===== src/rtl/multimode_shift_counter_if.sv =====
// multimode_shift_counter_if: control and status bundle for the multimode shift counter
interface multimode_shift_counter_if #(parameter int WIDTH = 8);
  logic en;
  logic [1:0] mode;
  logic dir;
  logic load;
  logic [WIDTH-1:0] load_val;
  logic [WIDTH-1:0] count;
  logic wrap;
  logic err;
  modport master(output en, mode, dir, load, load_val, input count, wrap, err);
  modport slave(input en, mode, dir, load, load_val, output count, wrap, err);
endinterface


===== src/rtl/multimode_shift_counter.sv =====
// multimode_shift_counter: ring/Johnson/LFSR sequence generator with load, wrap pulse and illegal-state recovery
module multimode_shift_counter #(
  parameter int WIDTH = 8,
  parameter logic [WIDTH-1:0] TAPS = WIDTH'(8'hB8)
) (
  input logic clk,
  input logic reset,
  multimode_shift_counter_if.slave bus
);
  logic [WIDTH-1:0] count_q, seed, nxt;
  logic [WIDTH-2:0] jd;
  logic [1:0] mode_q;
  logic wrap_q, err_q, legal;
  always_comb begin
    jd = count_q[WIDTH-2:0] ^ count_q[WIDTH-1:1];
    seed = bus.mode == 2'b01 ? '0 : bus.mode == 2'b11 ? count_q : WIDTH'(1);
    nxt = bus.mode == 2'b10 ? {count_q[WIDTH-2:0], ^(count_q & TAPS)} :
          bus.mode == 2'b01 ? (bus.dir ? {~count_q[0], count_q[WIDTH-1:1]} : {count_q[WIDTH-2:0], ~count_q[WIDTH-1]}) :
          (bus.dir ? {count_q[0], count_q[WIDTH-1:1]} : {count_q[WIDTH-2:0], count_q[WIDTH-1]});
    // Johnson is legal when the bit pattern has at most one 0/1 boundary
    legal = bus.mode == 2'b10 ? |count_q :
            bus.mode == 2'b01 ? (jd & (jd - (WIDTH-1)'(1))) == '0 :
            count_q != '0 && (count_q & (count_q - WIDTH'(1))) == '0;
  end
  always_ff @(posedge clk) begin
    if (reset) begin
      count_q <= WIDTH'(1);
      mode_q <= 2'b00;
      wrap_q <= 1'b0;
      err_q <= 1'b0;
    end else begin
      wrap_q <= 1'b0;
      err_q <= 1'b0;
      if (bus.load) begin
        count_q <= bus.load_val;
        mode_q <= bus.mode;
      end else if (bus.mode != mode_q) begin
        count_q <= seed;
        mode_q <= bus.mode;
      end else if (bus.en && bus.mode != 2'b11) begin
        count_q <= legal ? nxt : seed;
        err_q <= !legal;
        wrap_q <= legal && nxt == seed;
      end
    end
  end
  assign bus.count = count_q;
  assign bus.wrap = wrap_q;
  assign bus.err = err_q;
endmodule


===== src/flat_wrapper.sv =====
// flat-port wrapper written by rule: the top's interface ports become plain ports
module multimode_shift_counter_flat 
#(
  parameter int WIDTH = 8,
  parameter logic [WIDTH-1:0] TAPS = WIDTH'(8'hB8)
)
  (clk, reset, bus_en, bus_mode, bus_dir, bus_load, bus_load_val, bus_count, bus_wrap, bus_err);
  multimode_shift_counter_if #(.WIDTH(WIDTH)) bus_i ();
  input logic clk;
  input logic reset;
  input wire logic [$bits(bus_i.en)-1:0] bus_en;
  input wire logic [$bits(bus_i.mode)-1:0] bus_mode;
  input wire logic [$bits(bus_i.dir)-1:0] bus_dir;
  input wire logic [$bits(bus_i.load)-1:0] bus_load;
  input wire logic [$bits(bus_i.load_val)-1:0] bus_load_val;
  output wire logic [$bits(bus_i.count)-1:0] bus_count;
  output wire logic [$bits(bus_i.wrap)-1:0] bus_wrap;
  output wire logic [$bits(bus_i.err)-1:0] bus_err;
  assign bus_i.en = bus_en;
  assign bus_i.mode = bus_mode;
  assign bus_i.dir = bus_dir;
  assign bus_i.load = bus_load;
  assign bus_i.load_val = bus_load_val;
  assign bus_count = bus_i.count;
  assign bus_wrap = bus_i.wrap;
  assign bus_err = bus_i.err;
  multimode_shift_counter #(.WIDTH(WIDTH), .TAPS(TAPS)) u_core (.clk(clk), .reset(reset), .bus(bus_i));
endmodule

===== config.mk =====
export PLATFORM = sky130hd
export DESIGN_NAME = multimode_shift_counter_flat
export DESIGN_NICKNAME = d
export VERILOG_FILES = /design/src/rtl/multimode_shift_counter_if.sv /design/src/rtl/multimode_shift_counter.sv /design/src/flat_wrapper.sv
export SDC_FILE = /design/constraint.sdc
export NUM_CORES = 1
export LEC_CHECK = 0
export ABC_AREA = 1
export CORE_MARGIN = 4
export CORE_UTILIZATION = 25
export DETAILED_ROUTE_END_ITERATION = 10
export PLACE_DENSITY = 0.43
export SLEW_MARGIN = 0
export SYNTH_ARGS = -nofsm -noshare
export SYNTH_HDL_FRONTEND = slang
export SYNTH_SLANG_ARGS = --single-unit

===== constraint.sdc =====
create_clock -name clk -period 2.9 [get_ports clk]
set_clock_uncertainty 0.2 [all_clocks]
set_input_delay 0.29 -clock clk [delete_from_list [all_inputs] [get_ports clk]]
set_output_delay 0.29 -clock clk [all_outputs]
set_load 0.02 [all_outputs]

## After elaboration in Yosys (flattened, before gate mapping)

Index checks and enable logic that the tools add are counted.

| word-level totals | value |
|---|---|
| register bits | 12 |
| word-level logic and storage cells | 44 |

| cells by class | value |
|---|---|
| add/subtract/negate cells | 2 |
| eq/ne operators | 6 |
| mux-type cells | 14 |
| bitwise gates (word level) | 6 |
| reductions and logical operators | 12 |

Operator list:

| operator | number |
|---|---|
| 8-bit 2-to-1 mux | 10 |
| 8-bit bitwise AND | 1 |
| 8-bit equality test | 1 |
| 8-bit zero test | 1 |
| 8-bit nonzero test | 1 |
| 8-bit OR reduction | 1 |
| 8-bit parity | 1 |
| 8-bit by 1-bit subtractor with 8-bit output (second input constant) | 1 |
| 7-bit bitwise AND | 1 |
| 7-bit zero test | 1 |
| 7-bit by 1-bit subtractor with 7-bit output (second input constant) | 1 |
| 7-bit bitwise XOR | 1 |
| 2-bit equality test (second input constant) | 2 |
| 2-bit 2-to-1 mux | 2 |
| 4-bit OR reduction | 1 |
| 1-bit logical AND | 3 |
| 1-bit NOT | 3 |
| 3-bit nonzero test | 1 |
| 2-bit by 1-bit equality test with 1-bit output (second input constant) | 1 |
| 1-bit 2-to-1 mux | 2 |
| 2-bit != test | 1 |
| 2-bit != test (second input constant) | 1 |
| 2-bit nonzero test | 1 |
| 1-bit zero test | 1 |

## Longest topological paths before layout

Gate-level depths: netlist of the first run.

| logic depth | value |
|---|---|
| depth after elaboration | 10 |
| mapped depth | 18 |
| gate-level depth less buffers | 18 |

## Least setup slack after synthesis of the first run

No wires, ideal clock.

| path | value |
|---|---|
| path kind | register -> register |
| start | reg u_core.count_q[3], in the netlist u_core.bus.count[3] |
| end | reg u_core.count_q[0], in the netlist u_core.bus.count[0] |
| library setup time | 0.112 ns |
| arrival time | 1.842 ns |
| data required time | 2.588 ns |
| slack | 0.745 ns |
| stages on the path, launching flop included | 14 |
| period minus slack after synthesis | 2.155 ns |
| path through | dfxtp_1 -> inv_1 -> ha_1 -> nor2_1 -> nor2_1 -> a21oi_1 -> nand3_1 -> nand2_2 -> buf_6 -> nand3_1 -> nand3_1 -> nand2_1 -> nand2_1 -> nand2_1 |

| between the ends | value |
|---|---|
| longest elaborated chain between the ends | 10 |
| elaborated cells on any way between the ends | 18 |
| those cells by class | add/sub: 2; mux: 7; bitwise: 3; reduce/logical: 6 |

RTL lines:

| element | line | source |
|---|---|---|
| start: declaration | multimode_shift_counter.sv:10 | `logic [WIDTH-1:0] count_q, seed, nxt;` |
| start signal: assignment | multimode_shift_counter.sv:35 | `count_q <= bus.load_val;` |
| start signal: assignment | multimode_shift_counter.sv:41 | `count_q <= legal ? nxt : seed;` |
| 7-bit bitwise XOR or 8-bit by 1-bit subtractor with 8-bit output (tied branches) | multimode_shift_counter.sv:15, multimode_shift_counter.sv:23 |  |
| 7-bit by 1-bit subtractor with 7-bit output or 8-bit bitwise AND (tied branches) | multimode_shift_counter.sv:22, multimode_shift_counter.sv:23 |  |
| 7-bit bitwise AND or 8-bit zero test (tied branches) | multimode_shift_counter.sv:22, multimode_shift_counter.sv:23 |  |
| 7-bit zero test or 1-bit logical AND (tied branches) | multimode_shift_counter.sv:22, multimode_shift_counter.sv:23 |  |
| 1-bit 2-to-1 mux | multimode_shift_counter.sv:22 | `bus.mode == 2'b01 ? (jd & (jd - (WIDTH-1)'(1))) == '0 :` |
| 1-bit 2-to-1 mux | multimode_shift_counter.sv:21 | `legal = bus.mode == 2'b10 ? \|count_q :` |
| 8-bit 2-to-1 mux (*) | multimode_shift_counter.sv:41 |  |
| 8-bit 2-to-1 mux (*) | multimode_shift_counter.sv:40 | `end else if (bus.en && bus.mode != 2'b11) begin` |
| 8-bit 2-to-1 mux (*) | multimode_shift_counter.sv:37 | `end else if (bus.mode != mode_q) begin` |
| 8-bit 2-to-1 mux (*) | multimode_shift_counter.sv:34 | `if (bus.load) begin` |

Every way passes the cells marked *; elsewhere a longest branch is shown, timed or not. The select of a mux whose other input is x is not followed.
A chain may end at the register's enable or synchronous reset.

## Final worst setup path of the first run

| path | value |
|---|---|
| start | reg u_core.count_q[4], in the netlist u_core.bus.count[4] |
| end | reg u_core.count_q[0], in the netlist u_core.bus.count[0] |

The elaborated chain is that of the path after synthesis.

==> results of run 1 <==
-- routing by layer --
layer | wire, um | up-vias | track usage, %
met4 | 14 | 0 | 2.62
met1 | 1950 | 598 | 17.7
met5 | 0 | - | 0
met3 | 147 | 2 | 3.44
met2 | 1880 | 26 | 23.1
li1 | - | 714 | -
-- registers in the layout (all words and copies together), names as in the netlist --
signal / flops
u_core.bus.count: 8
u_core.mode_q: 2
u_core.bus.err: 1
u_core.bus.wrap: 1
-- cells in the final DEF (no fill, tap or decap), types with 2 or more instances in the layout --
cell type / count
nand2_1: 45
clkdlybuf4s50_1: 24
a21oi_1: 22
nand3_1: 22
inv_1: 18
dfxtp_1: 12
ha_1: 11
nor2_1: 10
o21ai_0: 10
buf_4: 9
nand2_2: 6
o21ai_1: 6
xnor2_1: 6
inv_2: 5
xor2_1: 4
clkbuf_8: 4
nand4_1: 2
o21ai_2: 2
-- through the flow --
step	cell area, um2	cells	total power (uW)
final	1660	296	693
after global routing	1660	296	749
after CTS	1660	296	699
after detailed placement	1610	292	506
after global placement	1610	292	512
after floorplan	1250	196	404
-- power by group --
| part | internal (uW) | leakage, uW | total, uW | switching, uW |
|---|---|---|---|---|
| sequential | 177 | 0.0000990 | 186 | 8.94 |
| combinational | 128 | 0.000621 | 318 | 190 |
| clock | 120 | 0.0000288 | 190 | 69.2 |
| total | 425 | 0.000749 | 693 | 268 |
-- logic make-up after synthesis --
| family | after synthesis |
|---|---|
| simple gates | 92 |
| compound gates | 42 |
| buf+inv | 29 |
| flops | 12 |
| fa+ha+maj | 11 |
| xor+xnor | 10 |
-- worst max-delay path: cells and delay by family, from the launching register on --
kind	cells	cell delay, ps
and+or+nand+nor	9	890
DFF	1	380
adders and majority gates	1	340
buffers and inverters	2	210
AOI/OAI and AO/OA	1	210
-- layout make-up --
class                   count  area (um2)  area share (%)
repair buffers             33         308            18.5
multi-input cells         155         878            52.9
flip-flops and latches     12         240            14.5
clock buffers               4        55.1            3.31
inverters                  25        96.3            5.80
well taps                  67        83.8            5.05
-- path summary, 6_finish.rpt --
path	cells past startpoint	slack (ps)	from	end
worst min register to register	2	410	u_core.bus.count[4]$_SDFFE_PP0P_	u_core.bus.count[4]$_SDFFE_PP0P_
worst max-delay path	13	620	u_core.bus.count[4]$_SDFFE_PP0P_	u_core.bus.count[0]$_SDFFE_PP1P_
worst min-delay path	2	410	u_core.bus.count[4]$_SDFFE_PP0P_	u_core.bus.count[4]$_SDFFE_PP0P_
worst max register to register	13	620	u_core.bus.count[4]$_SDFFE_PP0P_	u_core.bus.count[0]$_SDFFE_PP1P_
==> reports/metrics.yaml, run 1 <==
yosys:
  async_flop_share_pct: 0
  yosysWarnings: 0
  yosysSeqAreaShare_pct: 19.3
  synth_cell_types: 28
  synth_compound_area_share_pct: 17.9
  synthTopCellsByArea: "dfxtp_1, nand2_1, ha_1, a21oi_1, nand3_1"
  synth_common_cells: "nand2_1, a21oi_1, nand3_1"
  synth_cells: 196
  synth-main-ff-cell: "dfxtp_1"
  synth_top_cell_by_area: "dfxtp_1"
  yosys.area_share.simple_pct: 34.5
  synthAdderAreaFrac_pct: 11.0
  syn-num-nets: 222
  netlist.area_leader.share_pct: 19.3
  syn_area_per_cell_um2: 6.36
  synth-seq-cells: 12
  muxShareOfSynthArea_pct: 0
  synth_xor_area_share_pct: 7.02
  syn_area_um2: 1250
  synth_top_family_by_area: "simple AND/OR/NAND/NOR gates"
  yosysMostFrequentCell: "nand2_1"
  synth_edf_count: 0
sta:
  max_slew_margin_pct: 80.1
  slew_violations: 0
  tightest_slew_ps: 298
  whs_ps: 414
  rsz0062_at_grt: "no"
  setup_ws_ps: 625
  finalSetupViolations: 0
  fin_crit_ps: 2280
  finalSetupTns_ps: 0
  fin_crit_sh_pct: 78.4
  fmax_ghz: 0.440
  hold_viol: 0
clock_network:
  root_buffer: "clkbuf_8"
  cts_tree: "done"
  cts_setup_buffers: 0
  cts_buffers: 3
  clkTransAtPathRegs_ps: 60
  clk_path_buf_depth: 2
  clock_latency_ps: 250
  cts_resized: 0
  holdBufCountCts: 0
  cts.sinks: 12
  htree_levels: 1
critical_path:
  critical_path.most_common_cell: "nand2_1"
  cp_slowest_stage_delay_ps: 380
  crit_arrival_ps: 2270
  critPathCaptureType: "register"
  required_ps: 2900
  cp_cell_sequence: "inv_1 > ha_1 > inv_1 > nand2_1 > o21ai_0 > nand3_1 > nand2_2 > nand2_2 > nand2_1 > nand3_1 > nand2_1 > nand2_1 > nand2_1"
  crit_slowest_cell: "dfxtp_1"
  path_class: "reg2reg"
  critPathMaxFanout: 11
  critPathLaunchType: "register"
layout:
  nets: 256
  fillCellCount: 540
  diodes: 0
  drive_above_1_share_pct: 13.5
  area_growth_pct: 33.2
  post-route-util_pct: 34.7
global_routing:
  grt_max_degree: 15
  grt_usage_pct: 13.7
  grt_remaining_overflow: 0
  first_global_vias: 1338
  antenna_found_initial: 0
  grt_pass1_wl_um: 6550
place:
  dp_hpwl_um: 3160
  io_buffer_count: 24
  gp_congestion: 0.849
  place_ws_ps: 530
floorplanning:
  die-area_um2: 6180
  num_rows: 25
  die_y_um: 78.6
  io_pins: 25
  coreArea_um2: 4790
  die_w_um: 78.6
  initial_core_util_pct: 26.1
detailed_routing:
  via_per_inst: 4.53
  final_antenna_net_count: 0
  via_count: 1340
  avgRoutedWirePerCell_um: 13.5
  drc_errors: 0
  firstDrtPassIters: 4
  totalWireLength_um: 3990
  drtIter0Drc: 71
power:
  leakagePower_uw: 0.000749
  ir_worst_vdd_mv: 0.180
  power_density_nw_per_um2: 417
flow_run:
  drv_cap: 0
min_path:
  worstHoldPathType: "reg2reg"
outcome:
  status: "completed"
Power figures use the tool's default switching activity.
==> run 2, diff against run 1 <==
clock period = 2.15 ns   (was 2.9 ns; I/O delays follow)
==> reports/metrics.yaml, run 2 (synthesis results as in run 1) <==
place:
  dp_hpwl_um: 3180
  place_area_um2: 1710
  place_ws_ps: -37.9
  io_buffer_count: 24
  gp_congestion: 0.866
detailed_routing:
  via_per_inst: 4.56
  via_count: 1422
  drtIter0Drc: 49
  firstDrtPassIters: 4
  avgRoutedWirePerCell_um: 13.3
  final_antenna_net_count: 0
  totalWireLength_um: 4150
  drc_errors: 0
layout:
  final_cell_mix: "nand2_1, clkdlybuf4s50_1, buf_4, a21oi_1, nand3_1"
  nets: 272
  diodes: 0
  mostFrequentLayoutCell: "nand2_1"
  drive_above_1_share_pct: 31.8
  largest_register_ffs: 8
  area_growth_pct: 55.0
  fillCellCount: 501
  post-route-cell-area_um2: 1930
sta:
  hold_viol: 0
  tightest_slew_ps: 276
  setup_ws_ps: 81.7
  fin_crit_sh_pct: 96.2
  rsz0062_at_grt: "yes"
  finalSetupTns_ps: 0
  finalSetupViolations: 0
  max_slew_margin_pct: 81.6
  fin_crit_ps: 2070
  fmax_ghz: 0.483
  slew_violations: 0
critical_path:
  crit_arrival_ps: 2050
  critPathCaptureType: "register"
  critPathMaxFanout: 8
  path_class: "reg2reg"
  critPathLaunchType: "register"
  required_ps: 2130
power:
  p_switching_uw: 416
  pwr-share-comb_pct: 52.6
  leakagePower_uw: 0.000847
  seqPwrFrac_pct: 23.2
  finalPower_uw: 1080
  internal_power_uw: 668
  p_sw_share_pct: 38.4
  ir_worst_vdd_mv: 0.226
  p_clk_share_pct: 24.2
  power_density_nw_per_um2: 561
global_routing:
  grt_pass1_wl_um: 6530
  first_global_vias: 1309
  grt_usage_pct: 13.4
  grt_max_degree: 15
  antenna_found_initial: 0
  grt_remaining_overflow: 0
clock_network:
  clk_path_buf_depth: 2
  clkTransAtPathRegs_ps: 60
  root_buffer: "clkbuf_8"
  cts_tree: "done"
  clock_latency_ps: 250
  htree_levels: 1
  cts.sinks: 12
  holdBufCountCts: 0
  cts_buffers: 3
floorplanning:
  initial_core_util_pct: 26.1
  die_y_um: 78.6
  die_w_um: 78.6
  coreArea_um2: 4790
  num_rows: 25
  die-area_um2: 6180
  io_pins: 25
outcome:
  status: "completed"
flow_run:
  drv_cap: 0
min_path:
  worstHoldPathType: "in2reg"
run 2: changes by cell type in the layout (fill, tap and decap cells not counted), moves of 4 or more:
cell,before,now
inv_1,18,12
dfxtp_1,12,6
dfxtp_2,0,6
nand3_1,22,16
inv_2,5,9
nand3_2,0,6
buf_4,9,22
nand2_1,45,40
run 2: per-stage QoR:
stage               hold WS [ps]  cells  utilization [%]
finish                       370    312             40.4
global route                 371    312             40.4
CTS                          362    310             37.0
detailed placement           475    306             35.8
global placement             465    306             35.8
floorplan                   87.4    196                -
run 2: power by group through the flow:
stage	logic [uW]	clock network [uW]	registers [uW]
6_report	570	262	252
2_1_floorplan	268	0	278
4_1_cts	471	270	248
5_1_grt	625	275	254
3_5_place_dp	468	0	253
3_3_place_gp	478	0	252
run 2: worst paths after layout:
check,end,startpoint,slack [ps],cells past startpoint
hold reg to reg,u_core.bus.count[0]$_SDFFE_PP1P_,u_core.bus.count[0]$_SDFFE_PP1P_,500,5
setup reg to reg,u_core.bus.count[4]$_SDFFE_PP0P_,u_core.bus.count[2]$_SDFFE_PP0P_,80,11
setup / recovery,u_core.bus.count[4]$_SDFFE_PP0P_,u_core.bus.count[2]$_SDFFE_PP0P_,80,11
hold / removal,u_core.mode_q[1]$_SDFFE_PP0P_,reset,370,2
run 2: per-layer routing:
| metal | up-vias | track usage (%) | routed length, um |
|---|---|---|---|
| met5 | - | 0 | 0 |
| li1 | 749 | - | - |
| met1 | 639 | 18.0 | 2010 |
| met4 | 0 | 3.50 | 59 |
| met3 | 9 | 3.10 | 157 |
| met2 | 25 | 21.4 | 1920 |
run 2: critical path, cell delays in order (launching register included):
cell and delay (ps):
dfxtp_1 340, inv_2 80, ha_1 300, nand2_1 80, o21ai_1 90, a211oi_2 210, nand3_1 150, nand2_4 150
nand2_8 90, nand2_2 70, nand3_2 80, a21oi_2 140
run 2: area by class of cell:
type                            instances  area, um2  area share [%]
Inverter                               25        103            5.31
Tap cell                               67       83.8            4.34
Multi-Input combinational cell        155        996            51.5
Sequential cell                        12        248            12.8
Clock buffer                            4       55.1            2.85
Timing Repair Buffer                   49        448            23.2
run 2: repair_timing:
action,in CTS,in global routing
setup endpoints to repair,8,9
setup buffers,0,2
pin swaps,0,22
cloned,0,0
resized for setup,1,36
